## config.mk

```make
export PLATFORM = sky130hd
export DESIGN_NAME = intr_ctrl
export DESIGN_NICKNAME = d
export VERILOG_FILES = /design/src/rtl/intr_pkg.sv /design/src/rtl/intr_sync.sv /design/src/rtl/intr_ctrl.sv
export SDC_FILE = /design/constraint.sdc
export NUM_CORES = 1
export LEC_CHECK = 0
export ABC_AREA = 1
export BUFFER_PORTS_ARGS = -buffer_cell sky130_fd_sc_hd__buf_4
export CORE_MARGIN = 3
export CORE_UTILIZATION = 45
export CTS_BUF_LIST = sky130_fd_sc_hd__clkbuf_16
export DETAILED_ROUTE_END_ITERATION = 10
export PLACE_DENSITY_LB_ADDON = 0.08
export SLEW_MARGIN = 20
export SYNTH_ARGS = -nofsm -noshare
export SYNTH_HDL_FRONTEND = slang
export SYNTH_SLANG_ARGS = --single-unit
```

## constraint.sdc

```tcl
create_clock -name clk -period 1.1 [get_ports clk]
set_input_delay 0.22 -clock clk [delete_from_list [all_inputs] [get_ports clk]]
set_output_delay 0.22 -clock clk [all_outputs]
set_load 0.02 [all_outputs]
```

## src/rtl/intr_pkg.sv

```systemverilog
// intr_pkg: shared types and helpers for the interrupt controller.
// Holds the FSM state encoding, the supported line-count limit and the
// lowest-index-wins priority encoder used to pick the next interrupt.
package intr_pkg;

  localparam int STATE_W = 2;
  localparam int MAX_IRQ = 8;
  localparam int SEL_W   = $clog2(MAX_IRQ);

  typedef enum logic [STATE_W-1:0] {
    IDLE    = 2'd0,
    REQ     = 2'd1,
    SERVICE = 2'd2
  } state_t;

  // Returns the index of the lowest set bit; 0 when the vector is empty.
  function automatic logic [SEL_W-1:0] lowest_set(input logic [MAX_IRQ-1:0] vec);
    logic [SEL_W-1:0] idx;
    idx = '0;
    for (int i = MAX_IRQ - 1; i >= 0; i--) begin
      if (vec[i]) idx = SEL_W'(i);
    end
    return idx;
  endfunction

endpackage

```

## src/rtl/intr_sync.sv

```systemverilog
// intr_sync: three-flop synchroniser for one asynchronous interrupt line.
// The first two flops resolve metastability; the third gives the previous
// synchronised value so a single-cycle rising-edge pulse can be produced.
module intr_sync (
  input  logic clk,
  input  logic rst,
  input  logic async_in,
  output logic rise
);

  logic s1;
  logic s2;
  logic s3;

  // Shift the raw line through the synchroniser chain.
  always_ff @(posedge clk) begin
    if (rst) begin
      s1 <= 1'b0;
      s2 <= 1'b0;
      s3 <= 1'b0;
    end else begin
      s1 <= async_in;
      s2 <= s1;
      s3 <= s2;
    end
  end

  assign rise = s2 & ~s3;

endmodule

```

## src/rtl/intr_ctrl.sv

```systemverilog
// intr_ctrl: edge-triggered interrupt controller feeding the core's single
// request input. Lines are synchronised, latched as sticky pending bits,
// masked, prioritised (lowest index wins) and handed to the core through a
// request / acknowledge / done handshake, one interrupt in service at a time.
// Optional feature: define INTR_LOST_EN to add lost_q / lost_clr, which flag
// edges that arrived while the same line was already pending.
module intr_ctrl
  import intr_pkg::*;
#(
  parameter int                 NUM_IRQ  = 4,
  parameter int                 ID_W     = $clog2(NUM_IRQ),
  parameter logic [NUM_IRQ-1:0] MASK_RST = {NUM_IRQ{1'b1}}
) (
  input  logic               clk,
  input  logic               rst,
  input  logic [NUM_IRQ-1:0] irq_in,
  input  logic               mask_we,
  input  logic [NUM_IRQ-1:0] mask_wdata,
  output logic [NUM_IRQ-1:0] mask_q,
  output logic [NUM_IRQ-1:0] pending_q,
  output logic               int_sig,
  output logic [ID_W-1:0]    int_id,
  input  logic               int_ack,
  input  logic               int_done,
`ifdef INTR_LOST_EN
  input  logic [NUM_IRQ-1:0] lost_clr,
  output logic [NUM_IRQ-1:0] lost_q,
`endif
  output logic               busy
);

  logic [NUM_IRQ-1:0] rise;
  logic [NUM_IRQ-1:0] clr;
  logic [NUM_IRQ-1:0] eligible;
  logic [ID_W-1:0]    sel;
  logic [ID_W-1:0]    id_nxt;
  logic               ack_take;
  state_t             state;
  state_t             state_nxt;

  genvar g;
  for (g = 0; g < NUM_IRQ; g++) begin : g_sync
    intr_sync u_sync (
      .clk      (clk),
      .rst      (rst),
      .async_in (irq_in[g]),
      .rise     (rise[g])
    );
  end

  assign eligible = pending_q & mask_q;
  assign sel      = ID_W'(lowest_set(MAX_IRQ'(eligible)));
  assign ack_take = (state == REQ) && int_ack;

  // Decode the acknowledged line into a one-hot pending clear.
  always_comb begin
    clr = '0;
    for (int i = 0; i < NUM_IRQ; i++) begin
      clr[i] = ack_take && (int_id == ID_W'(i));
    end
  end

  // Sticky pending bits (a new edge beats a same-cycle clear) and the mask.
  always_ff @(posedge clk) begin
    if (rst) begin
      pending_q <= '0;
      mask_q    <= MASK_RST;
    end else begin
      pending_q <= rise | (pending_q & ~clr);
      if (mask_we) mask_q <= mask_wdata;
    end
  end

  // Handshake state register and the latched id of the requested line.
  always_ff @(posedge clk) begin
    if (rst) begin
      state  <= IDLE;
      int_id <= '0;
    end else begin
      state  <= state_nxt;
      int_id <= id_nxt;
    end
  end

  // Next-state logic; the id is only retargeted when leaving IDLE.
  always_comb begin
    state_nxt = state;
    id_nxt    = int_id;
    case (state)
      IDLE: begin
        if (eligible != '0) begin
          state_nxt = REQ;
          id_nxt    = sel;
        end
      end
      REQ: begin
        if (int_ack) state_nxt = SERVICE;
      end
      SERVICE: begin
        if (int_done) state_nxt = IDLE;
      end
      default: state_nxt = IDLE;
    endcase
  end

  assign int_sig = (state == REQ);
  assign busy    = (state == REQ) || (state == SERVICE);

`ifdef INTR_LOST_EN
  logic [NUM_IRQ-1:0] lost_set;

  assign lost_set = rise & pending_q & ~clr;

  // Record coalesced edges; a new loss beats a same-cycle software clear.
  always_ff @(posedge clk) begin
    if (rst) begin
      lost_q <= '0;
    end else begin
      lost_q <= (lost_q & ~lost_clr) | lost_set;
    end
  end
`endif

endmodule

```

Word level (Yosys, flattened, before mapping)
Cells that the tools add are included.
{"block": "op_classes", "n_eq_ne": 8, "muxes": 8, "n_bitwise": 12, "n_reduce_logical": 11}
{"cell": "$mux 2", "count": 7}
{"cell": "$and 4x4->4", "count": 2}
{"cell": "$eq 2x2->1 const B", "count": 3}
{"cell": "$pmux 2 s3", "count": 1}
{"cell": "$logic_and 1x1->1", "count": 5}
{"cell": "$and 1x1->1", "count": 4}
{"cell": "$eq 2x1->1 const B", "count": 2}
{"cell": "$logic_not 2->1", "count": 2}
{"cell": "$ne 2x2->1 const B", "count": 2}
{"cell": "$not 1->1", "count": 4}
{"cell": "$not 4->4", "count": 1}
{"cell": "$or 4x4->4", "count": 1}
{"cell": "$reduce_bool 4->1", "count": 1}
{"cell": "$reduce_and 3->1", "count": 1}
{"cell": "$ne 2x1->1 const B", "count": 1}
{"cell": "$reduce_and 2->1", "count": 1}
{"cell": "$logic_or 1x1->1", "count": 1}
{"block": "word_totals", "reg_bits": 24, "input_bits": 13, "word_cells": 55}

Depth between registers and ports, before layout
Gate-level depths: netlist of the first run.
{"block": "logic_depth", "depth_word": 6, "ltp_mapped": 8, "mapped_depth_nobuf": 8}

Modules after synthesis
From an unflattened synthesis of the first run, not the netlist that was laid out.
{"block": "unflattened", "hier_cells": 122, "area_unflattened_um2": 939.7}
{"module": "intr_ctrl", "instances": 1, "cells_each": 82, "area_per_inst_um2": 594.3}
{"module": "intr_sync", "instances": 4, "cells_each": 10, "area_per_inst_um2": 86.3}

Worst setup path after synthesis of the first run
No wires, ideal clock.
{"block": "synth_path", "kind": "reg2reg", "startpoint": "reg state[1]", "endpoint": "reg pending_q[0]", "setup_ns": 0.125, "arrival_time_ns": 1.050, "path_slack_ns": -0.075, "path_stages_with_launch": 6, "n_path_buf": 0, "synth_period_minus_slack_ns": 1.175, "cell_sequence": "dfxtp_1 > inv_1 > ha_1 > nand2_1 > nor3_1 > o32ai_1"}
{"block": "synth_via", "elab_chain_len": 6}
{"item": "start, declared", "line": "intr_ctrl.sv:38", "rtl": "state_t state;"}
{"item": "start signal, assigned", "line": "intr_ctrl.sv:80", "rtl": "state <= state_nxt;"}
{"item": "$eq 2x1->1"}
{"item": "via int_sig", "line": "intr_ctrl.sv:21", "rtl": "output logic int_sig,"}
{"item": "$logic_and 1x1->1", "line": "intr_ctrl.sv:53", "rtl": "assign ack_take = (state == REQ) && int_ack;"}
{"item": "$logic_and 1x1->1", "line": "intr_ctrl.sv:59", "rtl": "clr[i] = ack_take && (int_id == ID_W'(i));"}
{"item": "$not 4->4", "line": "intr_ctrl.sv:69", "rtl": "pending_q <= rise | (pending_q & ~clr);"}
{"item": "$and 4x4->4", "line": "intr_ctrl.sv:69"}
{"item": "$or 4x4->4", "line": "intr_ctrl.sv:69"}
{"item": "end signal, assigned", "line": "intr_ctrl.sv:69"}
{"item": "end, declared", "line": "intr_ctrl.sv:20", "rtl": "output logic [NUM_IRQ-1:0] pending_q,"}
The timed path passes the listed nets, and every way through them passes these cells.
A chain may end at the register's enable or synchronous reset.

Final worst setup path of the first run
{"block": "layout_path", "startpoint": "reg state[0]", "endpoint": "out busy"}
{"block": "layout_via", "elab_chain_len": 2, "elab_cells_between_ends": 3, "cone_classes": "eq/ne: 2; reduce/logical: 1"}
{"item": "$eq 2x1->1 / $eq 2x2->1 (equally long branches)", "line": "intr_ctrl.sv:107", "rtl": "assign busy = (state == REQ) || (state == SERVICE);"}
{"item": "$logic_or 1x1->1 *", "line": "intr_ctrl.sv:107"}
{"item": "end, declared", "line": "intr_ctrl.sv:29", "rtl": "output logic busy"}
Every way passes the cells marked *; elsewhere a longest branch is shown, timed or not.

==> flow_summary.json, run 1 <==
{
  "nets_in_the_synthesized_netlist": 143,
  "finalMaxSlewViolations": 0,
  "timing.final.hold_violations": 0,
  "intPower_mw": 2.22,
  "die_w_um": 52.6,
  "setup_repair_after_global_routing_missed_its_margin": "yes",
  "wl_um": 2070,
  "critical_path.max_fanout": 3,
  "net_switching_fraction_of_the_power": 0.297,
  "maxCapViolCount": 0,
  "detailroute.via_count": 868,
  "wl_per_cell_um": 11.3,
  "max_freq_mhz": 804,
  "cts_hold_buf": 0,
  "post_synth_inst_count": 125,
  "cts_inserted_buffers": 3,
  "violated_checks": "negative setup slack",
  "crit_required_ps": 880,
  "groute.usage.overall": 0.170,
  "fin_skew_ps": 1.74,
  "io_buffer_count": 24,
  "power.density_nw_per_um2": 2260,
  "finalWeightedCongestion": 0.735,
  "final_cell_count_no_fill": 184,
  "critical_path.endpoint_type": "output pin",
  "yosys_register_bits": 24,
  "synth_ff_type": "sky130_fd_sc_hd__dfxtp_1",
  "hold_path_class": "input port to register",
  "power_leakage_nw": 0.675,
  "layout.nets": 176,
  "synth_top_area_share": 0.491,
  "detailedRoute.firstPassIterationCount": 4,
  "combinational_power_share": 0.351,
  "worst_slack_ps": -144,
  "globalRoute.totalOverflow": 0,
  "drt-initial-drc-count": 13,
  "timing_worst_setup_path_type": "register to output pin",
  "setup_viol": 4,
  "switching_power_mw": 0.941,
  "postSynthAreaPerCell_um2": 7.83,
  "power_frac_clock": 0.322,
  "fp.dieArea_um2": 2770,
  "half_perimeter_wire_length_after_placement_um": 1400,
  "start_kind": "register",
  "synthDistinctLibCells": 16,
  "worst_ep_arrival_time_ps": 1020,
  "areaGrowthSynthToFinish_pct": 43.2,
  "n_antenna_cell": 0,
  "first_global_vias": 794,
  "finalCriticalPeriod_ps": 1240,
  "slew_headroom": 0.847,
  "post-route-drc-count": 0,
  "synthTopCellsByArea": "sky130_fd_sc_hd__dfxtp_1, sky130_fd_sc_hd__inv_1, sky130_fd_sc_hd__nand2_1, sky130_fd_sc_hd__nor2_1, sky130_fd_sc_hd__ha_1",
  "globalRouteMet1Util": 0.182,
  "ctsLongestPathBuffers": 2,
  "global_route_track_usage_on_met3": 0.0484,
  "async_flop_share": 0,
  "grt_first_pass_wirelength_um": 3330,
  "cts.sinks": 24,
  "reg2regPathDepth": 8,
  "pwr-share-seq": 0.327,
  "placement.setup.worst_slack_ps": -78.9,
  "use_met2": 0.289,
  "initial_util": 0.489,
  "worst_slew_pin_slew_ps": 228,
  "number_of_routed_nets_with_antenna_violations": 0,
  "ctsHtreeMaxLevel": 1,
  "core_area_um2": 2000,
  "grt_max_degree": 19,
  "clockRootBuffer": "sky130_fd_sc_hd__clkbuf_16",
  "cts_tree": "yes",
  "whs_path_depth": 3,
  "ios": 25,
  "placedCellCount": 176,
  "vias_per_cell": 4.72,
  "top_cells_by_count_synth": "sky130_fd_sc_hd__dfxtp_1, sky130_fd_sc_hd__inv_1, sky130_fd_sc_hd__nand2_1",
  "synth.yosys.warnings": 0,
  "run_status": "finished with violations",
  "yosysSeqAreaShare": 0.491,
  "peakVddDrop_v": 0.00157,
  "clk_latency_ps": 260,
  "post-synth-top-area-cell": "sky130_fd_sc_hd__dfxtp_1",
  "final_layout_size_suffix_gt1_frac": 0.369,
  "floorplan.die.height_um": 52.6,
  "clock_pin_transition_on_the_worst_setup_and_hold_timing_paths_ps": 60,
  "synth_enable_flop_cells": 0,
  "timing.final.crit_share": 1.13,
  "row_count": 16,
  "grt_antenna_before_repair": 0,
  "syn-cell-area_um2": 978,
  "busiest_layer": "met2"
}
## power by group through the flow
stage	Clock (mW)	Combinational (mW)	Sequential [mW]
floorplan	0	0.552	1.06
global placement	0	0.808	1.04
detailed placement	0	0.821	1.04
CTS	1.05	1.04	1.03
global route	1.09	1.22	1.05
finish	1.02	1.11	1.04
## worst max-delay path, stage by stage (launching register included)
cell and delay (ps):
sky130_fd_sc_hd__dfxtp_4 360, sky130_fd_sc_hd__inv_4 40, sky130_fd_sc_hd__ha_4 250, sky130_fd_sc_hd__buf_6 100
## state kept, by name, indices dropped and copies added (netlist names)
| name | count |
|---|---|
| state | 2 |
| int_id | 2 |
| pending_q | 4 |
| g_sync.u_sync.s3 | 4 |
| mask_q | 4 |
| g_sync.u_sync.s2 | 4 |
| g_sync.u_sync.s1 | 4 |
## cells by family (layout without fill, tap and decap cells)
| kind of cell | after synthesis | in the layout | share of synthesized area |
|---|---|---|---|
| buf+inv | 28 | 60 | 0.118 |
| fa+ha+maj | 5 | 5 | 0.0639 |
| simple gates | 61 | 61 | 0.272 |
| compound gates | 7 | 7 | 0.0550 |
| flops | 24 | 24 | 0.491 |
## area by class of cell
cell class,instances,area (um^2)
inverters,25,98.8
multi-input cells,73,427
well taps,27,33.8
clock inverters,1,30.0
repair buffers,31,248
clock buffers,3,75.1
flip-flops and latches,24,489
fillers,164,601
## timing repair
action	4_1_cts	5_1_grt
endpoints found under the setup margin	6	10
pin swaps	2	0
cloned	0	0
gates resized for setup	13	6
setup buffers	3	1
## path summary, 6_finish.rpt
path	to	slack (ps)	startpoint
min	g_sync[3].u_sync.s1	160	irq_in[3]
max reg2reg	state[1]	-60	state[0]
max	busy	-140	state[0]
min reg2reg	g_sync[1].u_sync.s2	400	g_sync[1].u_sync.s1
## routing by layer
metal  up-vias  routed length, um
li1        445                  -
met1       392                854
met2        25               1040
met3         6                119
met4         0                 61
met5         -                  0
## placed cells by master, fill, tap and decap left out, types with 3 or more instances in the layout
cell type / count
sky130_fd_sc_hd__o32ai_1: 4
sky130_fd_sc_hd__dfxtp_1: 19
sky130_fd_sc_hd__ha_1: 3
sky130_fd_sc_hd__buf_6: 4
sky130_fd_sc_hd__clkbuf_16: 3
sky130_fd_sc_hd__buf_4: 27
sky130_fd_sc_hd__nand2_1: 21
sky130_fd_sc_hd__nand3_1: 9
sky130_fd_sc_hd__nand2_2: 7
sky130_fd_sc_hd__inv_1: 22
sky130_fd_sc_hd__nor2_1: 18
sky130_fd_sc_hd__dfxtp_2: 4
## stage by stage
step / power, mW / hold WS (ps) / setup TNS, ps / util / instance area [um^2]
2_1_floorplan: 1.62 / 327 / 0 / - / 995
3_3_place_gp: 1.84 / 389 / -76.7 / 0.604 / 1210
3_5_place_dp: 1.86 / 395 / -218 / 0.604 / 1210
4_1_cts: 3.12 / 157 / -296 / 0.688 / 1380
5_1_grt: 3.35 / 178 / -663 / 0.700 / 1400
6_report: 3.16 / 161 / -406 / 0.700 / 1400
No activity file was read; power rests on OpenSTA's default activity.
==> run 2, diff against run 1 <==
--- a/config.mk
+++ b/config.mk
@@ -8,7 +8,7 @@
 export ABC_AREA = 1
 export BUFFER_PORTS_ARGS = -buffer_cell sky130_fd_sc_hd__buf_4
 export CORE_MARGIN = 3
-export CORE_UTILIZATION = 45
+export CORE_UTILIZATION = 54
 export CTS_BUF_LIST = sky130_fd_sc_hd__clkbuf_16
 export DETAILED_ROUTE_END_ITERATION = 10
 export PLACE_DENSITY_LB_ADDON = 0.08
==> constraint.sdc (replaced) <==
create_clock -name clk -period 1.5 [get_ports clk]
set_input_delay 0.3 -clock clk [delete_from_list [all_inputs] [get_ports clk]]
set_output_delay 0.3 -clock clk [all_outputs]
set_load 0.02 [all_outputs]
==> run 2 against run 1 <==
  * The run now ends clean
  * Global-route usage is 1.4 points higher
  * Worst hold slack better by 77 ps
  * Design area is 9.1% lower
  * Routed wire length is 3.5% lower
  * Worst setup slack better by 200 ps
  * Clock-buffer cell count stayed put
  * Register-to-register slack better by 300 ps
  * Largest power group is now the clock network
==> flow_summary.json, run 2 (synthesized netlist as in run 1, its figures left out) <==
{
  "timing.final.hold_violations": 0,
  "slew_headroom": 0.834,
  "wl_per_cell_um": 11.5,
  "cts.sinks": 24,
  "layout_common_cells": "sky130_fd_sc_hd__inv_1, sky130_fd_sc_hd__buf_4, sky130_fd_sc_hd__dfxtp_1",
  "power_leakage_nw": 0.625,
  "clockRootBuffer": "sky130_fd_sc_hd__clkbuf_16",
  "timing_worst_setup_path_type": "register to output pin",
  "clock_pin_transition_on_the_worst_setup_and_hold_timing_paths_ps": 60,
  "worstHoldEndpoint": "g_sync[1].u_sync.s1",
  "final.setup.tns_ps": 0,
  "finalWeightedCongestion": 0.738,
  "crit_required_ps": 1200,
  "cpPeakStageDelay_ps": 350,
  "initial_util": 0.607,
  "hold_path_class": "input port to register",
  "peakVddDrop_v": 0.00101,
  "setup_repair_after_global_routing_missed_its_margin": "no",
  "fp.dieArea_um2": 2360,
  "maxCapViolCount": 0,
  "worst_path_max_delay_cell": "sky130_fd_sc_hd__dfxtp_1",
  "n_antenna_cell": 0,
  "row_count": 14,
  "grt_max_degree": 19,
  "final_layout_size_suffix_gt1_frac": 0.253,
  "detailedRoute.firstPassIterationCount": 4,
  "start_kind": "register",
  "half_perimeter_wire_length_after_placement_um": 1400,
  "areaGrowthSynthToFinish_pct": 30.2,
  "first_global_vias": 783,
  "layout.nets": 169,
  "timing.hold.worst.start": "irq_in[1]",
  "reg2regPathDepth": 5,
  "r2r_end": "pending_q[0]",
  "ctsLongestPathBuffers": 2,
  "worst_slew_pin_slew_ps": 248,
  "globalRoute.totalOverflow": 0,
  "crit_path_cell_trace": "inv_1, ha_1, buf_4",
  "groute.usage.overall": 0.185,
  "cts_setup_buffers": 0,
  "ctsHtreeMaxLevel": 1,
  "placedCellCount": 170,
  "detailroute.via_count": 845,
  "fin_skew_ps": 2.43,
  "finalMaxSlewViolations": 0,
  "vias_per_cell": 4.86,
  "number_of_routed_nets_with_antenna_violations": 0,
  "io_buffer_count": 24,
  "cts_inserted_buffers": 3,
  "grt_antenna_before_repair": 0,
  "reg_to_reg_start": "state[1]",
  "finalCriticalPeriod_ps": 1440,
  "die_w_um": 48.6,
  "critical_path.endpoint_type": "output pin",
  "max_freq_mhz": 694,
  "post-route-drc-count": 0,
  "drt-initial-drc-count": 16,
  "setup_viol": 0,
  "worst_ep_arrival_time_ps": 1140,
  "cts_tree": "yes",
  "critPathLaunch": "state[1]",
  "core_area_um2": 1610,
  "run_status": "finished, final reports clean",
  "wl_um": 2000,
  "whs_path_depth": 3,
  "power.density_nw_per_um2": 1620,
  "ios": 25,
  "rrSetupSlack_ps": 240,
  "critical_path.max_fanout": 4,
  "grt_first_pass_wirelength_um": 3390,
  "clk_latency_ps": 260,
  "floorplan.die.height_um": 48.6,
  "timing.final.crit_share": 0.960,
  "final_cell_count_no_fill": 174
}
[run 2: changes by cell type in the layout (fill, tap and decap cells not counted), moves of 2 or more]
cell,change
sky130_fd_sc_hd__buf_6,-4
sky130_fd_sc_hd__dfxtp_1,+4
sky130_fd_sc_hd__buf_4,-3
sky130_fd_sc_hd__dfxtp_2,-3
sky130_fd_sc_hd__ha_1,+2
sky130_fd_sc_hd__ha_4,-2
sky130_fd_sc_hd__inv_1,+2
sky130_fd_sc_hd__inv_4,-2
sky130_fd_sc_hd__nor3_1,+2
sky130_fd_sc_hd__nor3_2,-2
[run 2: power breakdown]
group	leakage [nW]	internal, mW	switching, mW	total (mW)
Clock	0.0511	0.530	0.217	0.747
Sequential	0.198	0.700	0.0456	0.745
Combinational	0.376	0.226	0.339	0.565
Total	0.625	1.46	0.602	2.06
[run 2: final cells by class]
cell class / count / area, um^2
repair buffers: 24 / 180
fillers: 116 / 338
well taps: 24 / 30.0
clock inverters: 1 / 30.0
flip-flops and latches: 24 / 482
multi-input cells: 73 / 383
clock buffers: 3 / 75.1
inverters: 25 / 93.8
[run 2: what timing repair did]
item                       CTS  global route
setup endpoints to repair    0             1
hold buffers                 0             0
resized for setup            0             1
[run 2: metal layers]
layer / part of all wire / up-vias / global-route usage
met5: 0 / - / 0
met4: 0.050 / 0 / 0.0995
met3: 0.049 / 13 / 0.0307
met2: 0.52 / 31 / 0.353
met1: 0.39 / 371 / 0.189
li1: - / 430 / -
[run 2: worst max-delay path by stage]
| stage | endpoint | slack, ps |
|---|---|---|
| after CTS | busy | 2 |
| after global routing | busy | 20 |
| after floorplan | pending_q[0] | 330 |
| after global placement | busy | 320 |
| after detailed placement | pending_q[0] | 270 |
| final | busy | 60 |
[run 2: stage by stage]
step	setup WS, ps	hold slack (ps)	power (mW)	instance area [um^2]	util
2_1_floorplan	325	388	1.15	978	-
3_3_place_gp	324	389	1.29	1170	0.724
3_5_place_dp	271	396	1.32	1170	0.724
4_1_cts	2.42	242	2.07	1270	0.790
5_1_grt	21.2	264	2.18	1270	0.790
6_report	59.7	237	2.06	1270	0.790
[run 2: critical path, delay by kind of cell, from the launching register on]
kind	cells	cell delay [ps]
buf+inv	2	260
fa+ha+maj	1	280
flops	1	350
==> run 3, diff against run 2 <==
--- a/config.mk
+++ b/config.mk
@@ -5,10 +5,10 @@
 export SDC_FILE = /design/constraint.sdc
 export NUM_CORES = 1
 export LEC_CHECK = 0
-export ABC_AREA = 1
-export BUFFER_PORTS_ARGS = -buffer_cell sky130_fd_sc_hd__buf_4
+export ABC_AREA = 0
+export BUFFER_PORTS_ARGS = -buffer_cell sky130_fd_sc_hd__buf_2
 export CORE_MARGIN = 3
-export CORE_UTILIZATION = 54
+export CORE_UTILIZATION = 53
 export CTS_BUF_LIST = sky130_fd_sc_hd__clkbuf_16
 export DETAILED_ROUTE_END_ITERATION = 10
 export PLACE_DENSITY_LB_ADDON = 0.08
==> run 3 against run 2 <==
  * Clock-buffer cell count unchanged
  * Die area shrank 3.2%
  * Design area fell by 8.3%
  * First-iteration DRC count is 19% lower
  * Maximum frequency decreased by 1.1%
  * Highest routed layer unchanged
  * Sequential cell count did not move
  * Synthesized area down 5.5%
  * Via count shrank 13%
  * Final cell count shrank 23%
  * Worst hold slack better by 13 ps
  * Sequential share of layout area increased by 3.4 points
==> flow_summary.json, run 3 <==
{
  "r2r_end": "state[0]",
  "timing.final.hold_violations": 0,
  "synth_top_area_share": 0.520,
  "worst_slack_ps": 43.2,
  "clock_pin_transition_on_the_worst_setup_and_hold_timing_paths_ps": 60,
  "cts.sinks": 24,
  "worst_slew_pin_slew_ps": 417,
  "detailedRoute.firstPassIterationCount": 4,
  "timing.critical_path.max_delay_family": "flip-flops",
  "fin_skew_ps": 1.05,
  "number_of_routed_nets_with_antenna_violations": 0,
  "power.density_nw_per_um2": 1600,
  "cts_inserted_buffers": 3,
  "critical_path.endpoint_type": "output pin",
  "groute.usage.overall": 0.175,
  "hold_slack_ps": 251,
  "finalWeightedCongestion": 0.801,
  "yosysSeqAreaShare": 0.520,
  "mostFrequentLayoutCell": "sky130_fd_sc_hd__buf_2",
  "synth.yosys.warnings": 0,
  "power_frac_clock": 0.394,
  "hold_path_class": "input port to register",
  "worst_path_buffer_plus_inverter_count": 2,
  "power_leakage_nw": 0.503,
  "layout.nets": 137,
  "io_buffer_count": 24,
  "post-synth-top-area-cell": "sky130_fd_sc_hd__dfxtp_1",
  "setup_repair_after_global_routing_missed_its_margin": "no",
  "clockRootBuffer": "sky130_fd_sc_hd__clkbuf_16",
  "peakVddDrop_v": 0.00121,
  "reg2regPathDepth": 6,
  "synth_ff_type": "sky130_fd_sc_hd__dfxtp_1",
  "finalMaxSlewViolations": 0,
  "worst_ep_arrival_time_ps": 1160,
  "first_global_vias": 621,
  "timing_worst_setup_path_type": "register to output pin",
  "ctsLongestPathBuffers": 2,
  "yosys_register_bits": 24,
  "synth_enable_flop_cells": 0,
  "placed_cell_area_um2": 1060,
  "die_w_um": 47.8,
  "design_power_total_mw": 1.87,
  "wl_um": 1740,
  "row_count": 14,
  "top_cells_by_count_synth": "sky130_fd_sc_hd__dfxtp_1, sky130_fd_sc_hd__nor2b_1, sky130_fd_sc_hd__a21oi_1",
  "synthTopCellsByArea": "sky130_fd_sc_hd__dfxtp_1, sky130_fd_sc_hd__nor2b_1, sky130_fd_sc_hd__ha_1, sky130_fd_sc_hd__a211o_1, sky130_fd_sc_hd__a21oi_1",
  "placedCellCount": 130,
  "worst_path_max_delay_cell": "sky130_fd_sc_hd__dfxtp_1",
  "ios": 25,
  "half_perimeter_wire_length_after_placement_um": 1190,
  "clk_latency_ps": 250,
  "slew_headroom": 0.722,
  "critPathLaunch": "state[1]",
  "cpPeakStageDelay_ps": 370,
  "postSynthAreaPerCell_um2": 10.1,
  "final_core_utilization": 0.741,
  "start_kind": "register",
  "reg_to_reg_start": "state[0]",
  "fp.dieArea_um2": 2280,
  "detailroute.via_count": 734,
  "ctsHtreeMaxLevel": 1,
  "max_freq_mhz": 686,
  "async_flop_share": 0,
  "initial_util": 0.587,
  "finalCriticalPeriod_ps": 1460,
  "switching_power_mw": 0.492,
  "grt_antenna_before_repair": 0,
  "crit_required_ps": 1200,
  "synthDistinctLibCells": 23,
  "post-route-drc-count": 0,
  "drt-initial-drc-count": 13,
  "final_cell_count_no_fill": 134,
  "nets_in_the_synthesized_netlist": 110,
  "setup_viol": 0,
  "grt_max_degree": 25,
  "critical_path.max_fanout": 4,
  "run_status": "finished, final reports clean",
  "crit_cells": 3,
  "endpoint": "busy",
  "synth.most_common_cell": "sky130_fd_sc_hd__dfxtp_1",
  "n_antenna_cell": 0,
  "post_synth_inst_count": 92,
  "pwr-share-seq": 0.392,
  "wl_per_cell_um": 13.0,
  "net_switching_fraction_of_the_power": 0.263,
  "timing.final.crit_share": 0.971,
  "placement.setup.worst_slack_ps": 87.1,
  "layout_common_cells": "sky130_fd_sc_hd__buf_2, sky130_fd_sc_hd__dfxtp_1, sky130_fd_sc_hd__nor2b_1",
  "grt_first_pass_wirelength_um": 2680,
  "globalRoute.totalOverflow": 0,
  "crit_path_cell_trace": "inv_2, ha_2, buf_2",
  "core_area_um2": 1580,
  "combinational_power_share": 0.214,
  "cts_tree": "yes",
  "maxCapViolCount": 0,
  "vias_per_cell": 5.48,
  "intPower_mw": 1.38,
  "final.setup.tns_ps": 0,
  "syn-cell-area_um2": 925,
  "floorplan.die.height_um": 47.8,
  "final_layout_size_suffix_gt1_frac": 0.288,
  "areaGrowthSynthToFinish_pct": 26.4,
  "rrSetupSlack_ps": 110,
  "fin_area_um2": 1170
}
[run 3: changes by cell type in the layout (fill, tap and decap cells not counted), sizes merged, moves of 5 or more]
cell   change
a211o      +5
a21oi      +6
nor2b     +18
nor2      -17
nand2     -25
nand3      -7
inv       -20
[run 3: cell type report]
type,count,area (um^2)
clock buffers,3,75.1
clock inverters,1,30.0
fillers,123,408
inverters,5,18.8
multi-input cells,61,423
flip-flops and latches,24,482
well taps,16,20.0
repair buffers,24,120
[run 3: per-layer routing]
layer  wire length, um  GRT usage
met5                 0          0
met2               865      0.298
met4                30     0.0806
met3               104     0.0564
met1               737      0.196
[run 3: worst min-delay path by stage]
stage | start | end | cells after the start
floorplan | rst | g_sync[0].u_sync.s2 | 1
global placement | g_sync[2].u_sync.s1 | g_sync[2].u_sync.s2 | 1
detailed placement | g_sync[2].u_sync.s1 | g_sync[2].u_sync.s2 | 1
CTS | irq_in[0] | g_sync[0].u_sync.s1 | 2
global route | mask_wdata[0] | mask_q[0] | 2
finish | irq_in[0] | g_sync[0].u_sync.s1 | 2
[run 3: logic make-up after synthesis]
kind of cell / after synthesis / synth area share
compound gates: 24 / 0.184
fa+ha+maj: 5 / 0.0677
buf+inv: 7 / 0.0284
flops: 24 / 0.520
simple gates: 32 / 0.200
[run 3: power groups by stage]
| stage | Sequential, mW | Combinational, mW | Clock, mW |
|---|---|---|---|
| 6_report | 0.735 | 0.401 | 0.739 |
| 5_1_grt | 0.741 | 0.441 | 0.779 |
| 4_1_cts | 0.730 | 0.395 | 0.755 |
| 3_5_place_dp | 0.744 | 0.386 | 0 |
| 3_3_place_gp | 0.738 | 0.372 | 0 |
| 2_1_floorplan | 0.757 | 0.261 | 0 |
[run 3: repair_timing]
action / in CTS / in global routing
buffers inserted: 0 / 0
gates resized for setup: 1 / 3
hold buffers: 0 / 0
setup endpoints to repair: 1 / 4
pin swaps: 0 / 0
